## src/rtl/framer_pkg.sv

```systemverilog
// Shared constants for the CRC-8 packet framer and its neighbouring crc8_calculator.
package framer_pkg;

    typedef enum logic [2:0] {
        ST_IDLE    = 3'd0,
        ST_SYNC    = 3'd1,
        ST_LEN     = 3'd2,
        ST_PAYLOAD = 3'd3,
        ST_CRC     = 3'd4
    } state_t;

    localparam logic [7:0] SYNC_BYTE_DEFAULT = 8'h7E;
    localparam logic [8:0] CRC8_POLY         = 9'h107;

endpackage

```

## src/rtl/crc8_packet_framer.sv

```systemverilog
// Transmit framer: SYNC, LEN, payload, CRC over a valid/ready byte stream.
// Drives an external crc8_calculator and appends its registered result.
module crc8_packet_framer
    import framer_pkg::*;
#(
    parameter logic [7:0] SYNC_BYTE = SYNC_BYTE_DEFAULT
) (
    input  logic       clock,
    input  logic       reset,
    input  logic       start,
    input  logic [7:0] length,
    input  logic       abort,
    output logic       busy,
    output logic       done,
    input  logic [7:0] pl_data,
    input  logic       pl_valid,
    output logic       pl_ready,
    output logic [7:0] tx_data,
    output logic       tx_valid,
    input  logic       tx_ready,
    output logic [7:0] crc_data,
    output logic       crc_calculate,
    output logic       crc_clear,
    input  logic [7:0] crc_in
);

    state_t     r_state;
    state_t     w_next;
    logic [7:0] r_len;
    logic [7:0] r_rem;
    logic       r_done;
    logic       w_accept;
    logic       w_start_ok;

    assign w_accept   = tx_valid & tx_ready;
    assign w_start_ok = (r_state == ST_IDLE) & start & ~abort;

    always_ff @(posedge clock or negedge reset) begin
        if (!reset) begin
            r_state <= ST_IDLE;
            r_len   <= 8'd0;
            r_rem   <= 8'd0;
            r_done  <= 1'b0;
        end else begin
            r_state <= w_next;
            r_done  <= (r_state == ST_CRC) & w_accept & ~abort;
            if (w_start_ok) begin
                r_len <= length;
                r_rem <= length;
            end else if ((r_state == ST_PAYLOAD) && w_accept && (r_rem != 8'd0)) begin
                r_rem <= r_rem - 8'd1;
            end
        end
    end

    always_comb begin
        w_next = r_state;
        if (abort) begin
            w_next = ST_IDLE;
        end else begin
            case (r_state)
                ST_IDLE:    if (start) w_next = ST_SYNC;
                ST_SYNC:    if (w_accept) w_next = ST_LEN;
                ST_LEN:     if (w_accept) w_next = (r_len != 8'd0) ? ST_PAYLOAD : ST_CRC;
                ST_PAYLOAD: if (w_accept && (r_rem == 8'd1)) w_next = ST_CRC;
                ST_CRC:     if (w_accept) w_next = ST_IDLE;
                default:    w_next = ST_IDLE;
            endcase
        end
    end

    // The CRC byte needs no wait state: the calculator result registered on
    // the edge that accepted the last covered byte is already on crc_in.
    always_comb begin
        busy          = (r_state != ST_IDLE);
        done          = r_done;
        tx_data       = 8'd0;
        tx_valid      = 1'b0;
        pl_ready      = 1'b0;
        crc_data      = 8'd0;
        crc_calculate = 1'b0;
        crc_clear     = ~reset | abort | w_start_ok | ((r_state == ST_IDLE) & start);
        case (r_state)
            ST_SYNC: begin
                tx_data  = SYNC_BYTE;
                tx_valid = 1'b1;
            end
            ST_LEN: begin
                tx_data       = r_len;
                tx_valid      = 1'b1;
                crc_data      = r_len;
                crc_calculate = tx_ready & ~abort;
            end
            ST_PAYLOAD: begin
                tx_data       = pl_data;
                tx_valid      = pl_valid;
                pl_ready      = tx_ready;
                crc_data      = pl_data;
                crc_calculate = pl_valid & tx_ready & ~abort;
            end
            ST_CRC: begin
                tx_data  = crc_in;
                tx_valid = 1'b1;
            end
            default: ;
        endcase
    end

endmodule

```

## config.mk

```make
export PLATFORM = sky130hd
export DESIGN_NAME = crc8_packet_framer
export DESIGN_NICKNAME = d
export VERILOG_FILES = /design/src/rtl/framer_pkg.sv /design/src/rtl/crc8_packet_framer.sv
export SDC_FILE = /design/constraint.sdc
export NUM_CORES = 1
export LEC_CHECK = 0
export ABC_AREA = 1
export BUFFER_PORTS_ARGS = -buffer_cell sky130_fd_sc_hd__buf_4
export CORE_ASPECT_RATIO = 1.1
export CORE_MARGIN = 3
export CORE_UTILIZATION = 45
export DETAILED_ROUTE_END_ITERATION = 6
export PLACE_DENSITY = 0.83
export SYNTH_ARGS = -nofsm -noshare
export SYNTH_HDL_FRONTEND = slang
export SYNTH_SLANG_ARGS = --single-unit
```

## constraint.sdc

```tcl
create_clock -name clock -period 2.45 [get_ports clock]
set_input_delay 0.245 -clock clock [delete_from_list [all_inputs] [get_ports clock]]
set_output_delay 0.245 -clock clock [all_outputs]
set_load 0.01 [all_outputs]
```

Yosys cells after proc, flatten, opt, wreduce, memory -nomap -nowiden

Index checks and enable logic that the tools add are counted.

Input bits: 30
Bits in registers: 20
Word-level logic and storage cells: 53

Add/sub/neg operators: 1
Equal/unequal tests: 10
Mux-type cells: 15
Bitwise logic cells: 13
Reductions and logical operators: 10

Operator list:

| cell                                                                     | number |
|---|---|
| 8-bit one-hot mux with 4 select lines                                    | 1 |
| 3-bit 2-to-1 mux                                                         | 7 |
| 8-bit 2-to-1 mux                                                         | 2 |
| 8-bit one-hot mux with 2 select lines                                    | 1 |
| 8-bit nonzero test                                                       | 2 |
| 3-bit one-hot mux with 5 select lines                                    | 1 |
| 3-bit inequality test (second input constant)                            | 4 |
| 1-bit bitwise AND                                                        | 8 |
| 8-bit by 1-bit == test with 1-bit output (second input constant)         | 1 |
| 8-bit by 1-bit subtractor with 8-bit output (second input constant)      | 1 |
| 3-bit by 2-bit == test with 1-bit output (second input constant)         | 2 |
| 5-bit AND reduction                                                      | 1 |
| 1-bit one-hot mux with 2 select lines                                    | 2 |
| 3-bit by 1-bit == test with 1-bit output (second input constant)         | 1 |
| 3-bit == test (second input constant)                                    | 1 |
| 1-bit logical AND                                                        | 3 |
| 3-bit zero test                                                          | 1 |
| 3-bit by 2-bit inequality test with 1-bit output (second input constant) | 1 |
| 1-bit bitwise OR                                                         | 3 |
| 3-bit nonzero test                                                       | 1 |
| 3-bit OR reduction                                                       | 1 |
| 1-bit inverter                                                           | 2 |
| 2-bit nonzero test                                                       | 1 |
| 1-bit 2-to-1 mux                                                         | 1 |

Longest topological paths before layout

Depth in word-level cells: 8
Depth in mapped cells: 10

Worst setup path after synthesis

OpenSTA, ideal clock, no wires.

Kind: register to output
Start point: reg r_state[2]
End point: out tx_data[7]
Buffers on the path: 0
Setup slack: 941 ps
Required time: 2205 ps
Cell stages (with the launch flop): 5
Arrival time: 1264 ps
Cells stage by stage: dfrtp_1 -> inv_1 -> nand3_1 -> o21ai_0 -> a21o_1

Cells in the longest elaborated chain, start to end: 2

Ends and longest elaborated chain:

| element                                   | line                     | text |
|---|---|---|
| start, declared                           | crc8_packet_framer.sv:27 | `state_t r_state;` |
| start signal, assigned                    | crc8_packet_framer.sv:45 | `r_state <= w_next;` |
| 3-bit == test (tied with other cells)     | crc8_packet_framer.sv:83 | `case (r_state)` |
| 8-bit one-hot mux with 4 select lines (*) | crc8_packet_framer.sv:83 |  |
| end, declared                             | crc8_packet_framer.sv:18 | `output logic [7:0] tx_data,` |

Mark *: on every way between the ends. The rest lies on a longest branch, timed or not.

Final worst setup path

Start point: reg r_state[1]
End point: out tx_data[7]

Same word-level chain as after synthesis.

==> metrics <==
GRT Total Usage=a little under a fifth; final routed DRC violation total=0; Mapped Area=1380 µm²; Critical Path End=tx_data[7]; num rows=20; H-tree levels=1; WL final=about 3.5 mm; # nets final=between 200 and 300; Async S/R FF share, synth=100%; Max-slew headroom=77.3%; critical path arrival=between 1.5 and 2 ns; initial antenna violation count=0; IR drop worst, VDD=between 0.6 and 0.7 mV; final hold violation count=0; Final Non-Filler Cells=between 200 and 300; Top FF cell, synth=dfrtp_1; Final Cycle Share=80.5%; WL/cell=roughly 12 µm; Worst-Margin Slew=roughly 0.34 ns; port bufs=51; status=finished, final reports clean; ANT cells=0; CP Max Fanout=9; Root Buffer=clkbuf_4; vias in the first global route=roughly 1300; flop-to-flop setup slack=between 0.6 and 0.7 ns; sequential share of the synthesized area=between 30% and 40%; post-synthesis cell type count=28; Num CTS Buffers=3; TritonRoute pass-1 iters=4; final antenna-violating net count=0; Yosys top cell by area=dfrtp_1; CP Launch Type=flip-flop; Post-synth EDFFs=0; gpl congestion=between 0.9 and 1; RSZ-0062 raised after global routing=false; final setup violating endpoints=0; crit path cell chain=nor2_2 -> nand2_1 -> clkinv_1 -> a21o_1 -> buf_4; Max Fclk=between 500 and 600 MHz; pin count of the biggest net entering global routing=22; Min Clock Period, post-route=slightly below 2 ns; max incr delay on CP=roughly 0.5 ns; Setup crit end kind=output port; max cap viols=0; Layout Skew=roughly 0.0022 ns; GRT overflow=0; CP startpoint=r_state[1]; Cells after Synth=approximately 200; #FFs+latches synth=20; clk_lat worst skew=approximately 0.30 ns; share of the synthesized area in the top cell type=about 36%; clk sink count=20; die footprint=between 3000 and 4000 µm²; total power=0.00176 W; area delta synth->final=30.9%; hold crit path type=in -> reg; Clock transition at path regs=0.10 ns; CTS tree=yes; RR Startpoint=r_state[1]; Syn Area/Cell=a little under 7 µm²; Initial Util=about half; share of layout cells above drive strength 1=26.2%; Ports=52; Die Ht=64.1 µm; Post-CTS Resized=0; Initial DRC Count=a little under 90; CP max stage cell=dfrtp_1; fillers=274; Reg2Reg Depth=7; Critical R2R Capture=r_rem[5]; Slew Limit Fails=0; vias per inst=approximately 5.3; Yosys warnings=0; first-pass GRT wire length=~5.8 mm; Power Density=between 900 and 1000 nW/µm²; Lkg Pwr=1.00 nW; CTS max path bufs=2; Vias=approximately 1500; TNS Setup=0 ns; top cells by area, synth=dfrtp_1 36%, nand2_1 20%, nand3_1 6.5%; Syn Nets=approximately 240; CP Class=reg -> out; Placed Cells=around 290; HPWL Detailed=roughly 2.8 mm; WP data required=~2.2 ns; Die Wd=approximately 60 µm; core area=between 2000 and 3000 µm²
synthesized netlist by cell type (2+ instances only):
library cell	instances
nand3_2	2
nand3_1	18
nor2_2	2
nor3_1	4
a21oi_1	2
ha_1	2
nand4_1	9
nand2_1	72
o21ai_0	15
inv_1	19
nand2_2	2
inv_2	2
buf_6	2
dfrtp_1	20
nor2_1	20
metrics by stage:
stage / util (%) / setup slack (ns) / instance area, µm² / hold WS [ns]
finish: 63.4 / 0.477 / 1810 / 0.169
global route: 63.4 / 0.326 / 1810 / 0.173
CTS: 63.4 / 0.490 / 1810 / 0.166
detailed placement: 62.3 / 0.731 / 1780 / 0.141
global placement: 62.3 / 0.792 / 1780 / 0.139
floorplan: - / 0.941 / 1380 / -0.0506
cells in the final DEF, fill, tap and decap left out, types with 3 or more instances in the layout:
master	n
nand2_1	72
buf_4	51
nor2_1	20
dfrtp_1	20
inv_1	19
nand3_1	18
o21ai_0	15
nand4_1	9
nor3_1	4
clkbuf_4	3
sequential cells by signal, indices dropped and copies added (netlist names):
register,cells
r_len,8
r_state,3
done,1
r_rem,8
where the power goes:
part           total [W]  leakage [nW]  switching [W]  internal, W
clock           0.000151        0.0138      0.0000938    0.0000573
combinational    0.00102         0.732       0.000594     0.000430
sequential      0.000584         0.255       0.000118     0.000466
cells by family after synthesis:
logic type / synth area share [%]
flops: 36.2
buf+inv: 8.78
fa+ha+maj: 1.81
xor+xnor: 0.634
simple gates: 43.3
compound gates: 9.32
worst min-delay path by stage:
stage                   start    endpoint  cells after the start
global placement        reset  r_state[0]                      1
floorplan               reset        done                      0
CTS                 length[0]    r_len[0]                      3
global route            abort        done                      2
detailed placement      reset  r_state[1]                      1
finish              length[0]    r_len[0]                      3
worst max-delay path, delay by kind of cell (launching register included):
kind / cells / cell delay [ns]
flops: 1 / 0.50
simple gates: 2 / 0.26
compound gates: 1 / 0.26
buf+inv: 2 / 0.42
final cells by class:
class	count	area, µm²	area share [%]
inverter	23	91.3	5.05
sequential	20	500	27.7
multi-input combinational	158	761	42.0
tap	33	41.3	2.28
timing repair buffer	52	393	21.7
clock buffer	3	22.5	1.24
metal layers:
layer / routed length, µm / vias to the layer above / track usage (%) / share of wire [%]
li1: - / 773 / - / -
met1: 1520 / 677 / 25.4 / 44
met2: 1540 / 63 / 30.4 / 44
met3: 363 / 7 / 3.64 / 10
met4: 70 / 0 / 7.08 / 2.0
met5: 0 / - / 0 / 0
timing repair:
item / 4_1_cts / 5_1_grt
hold buffers: 1 / 0
hold endpoints to repair: 20 / 0
setup buffers: 0 / 0
Power figures use the tool's default switching activity.
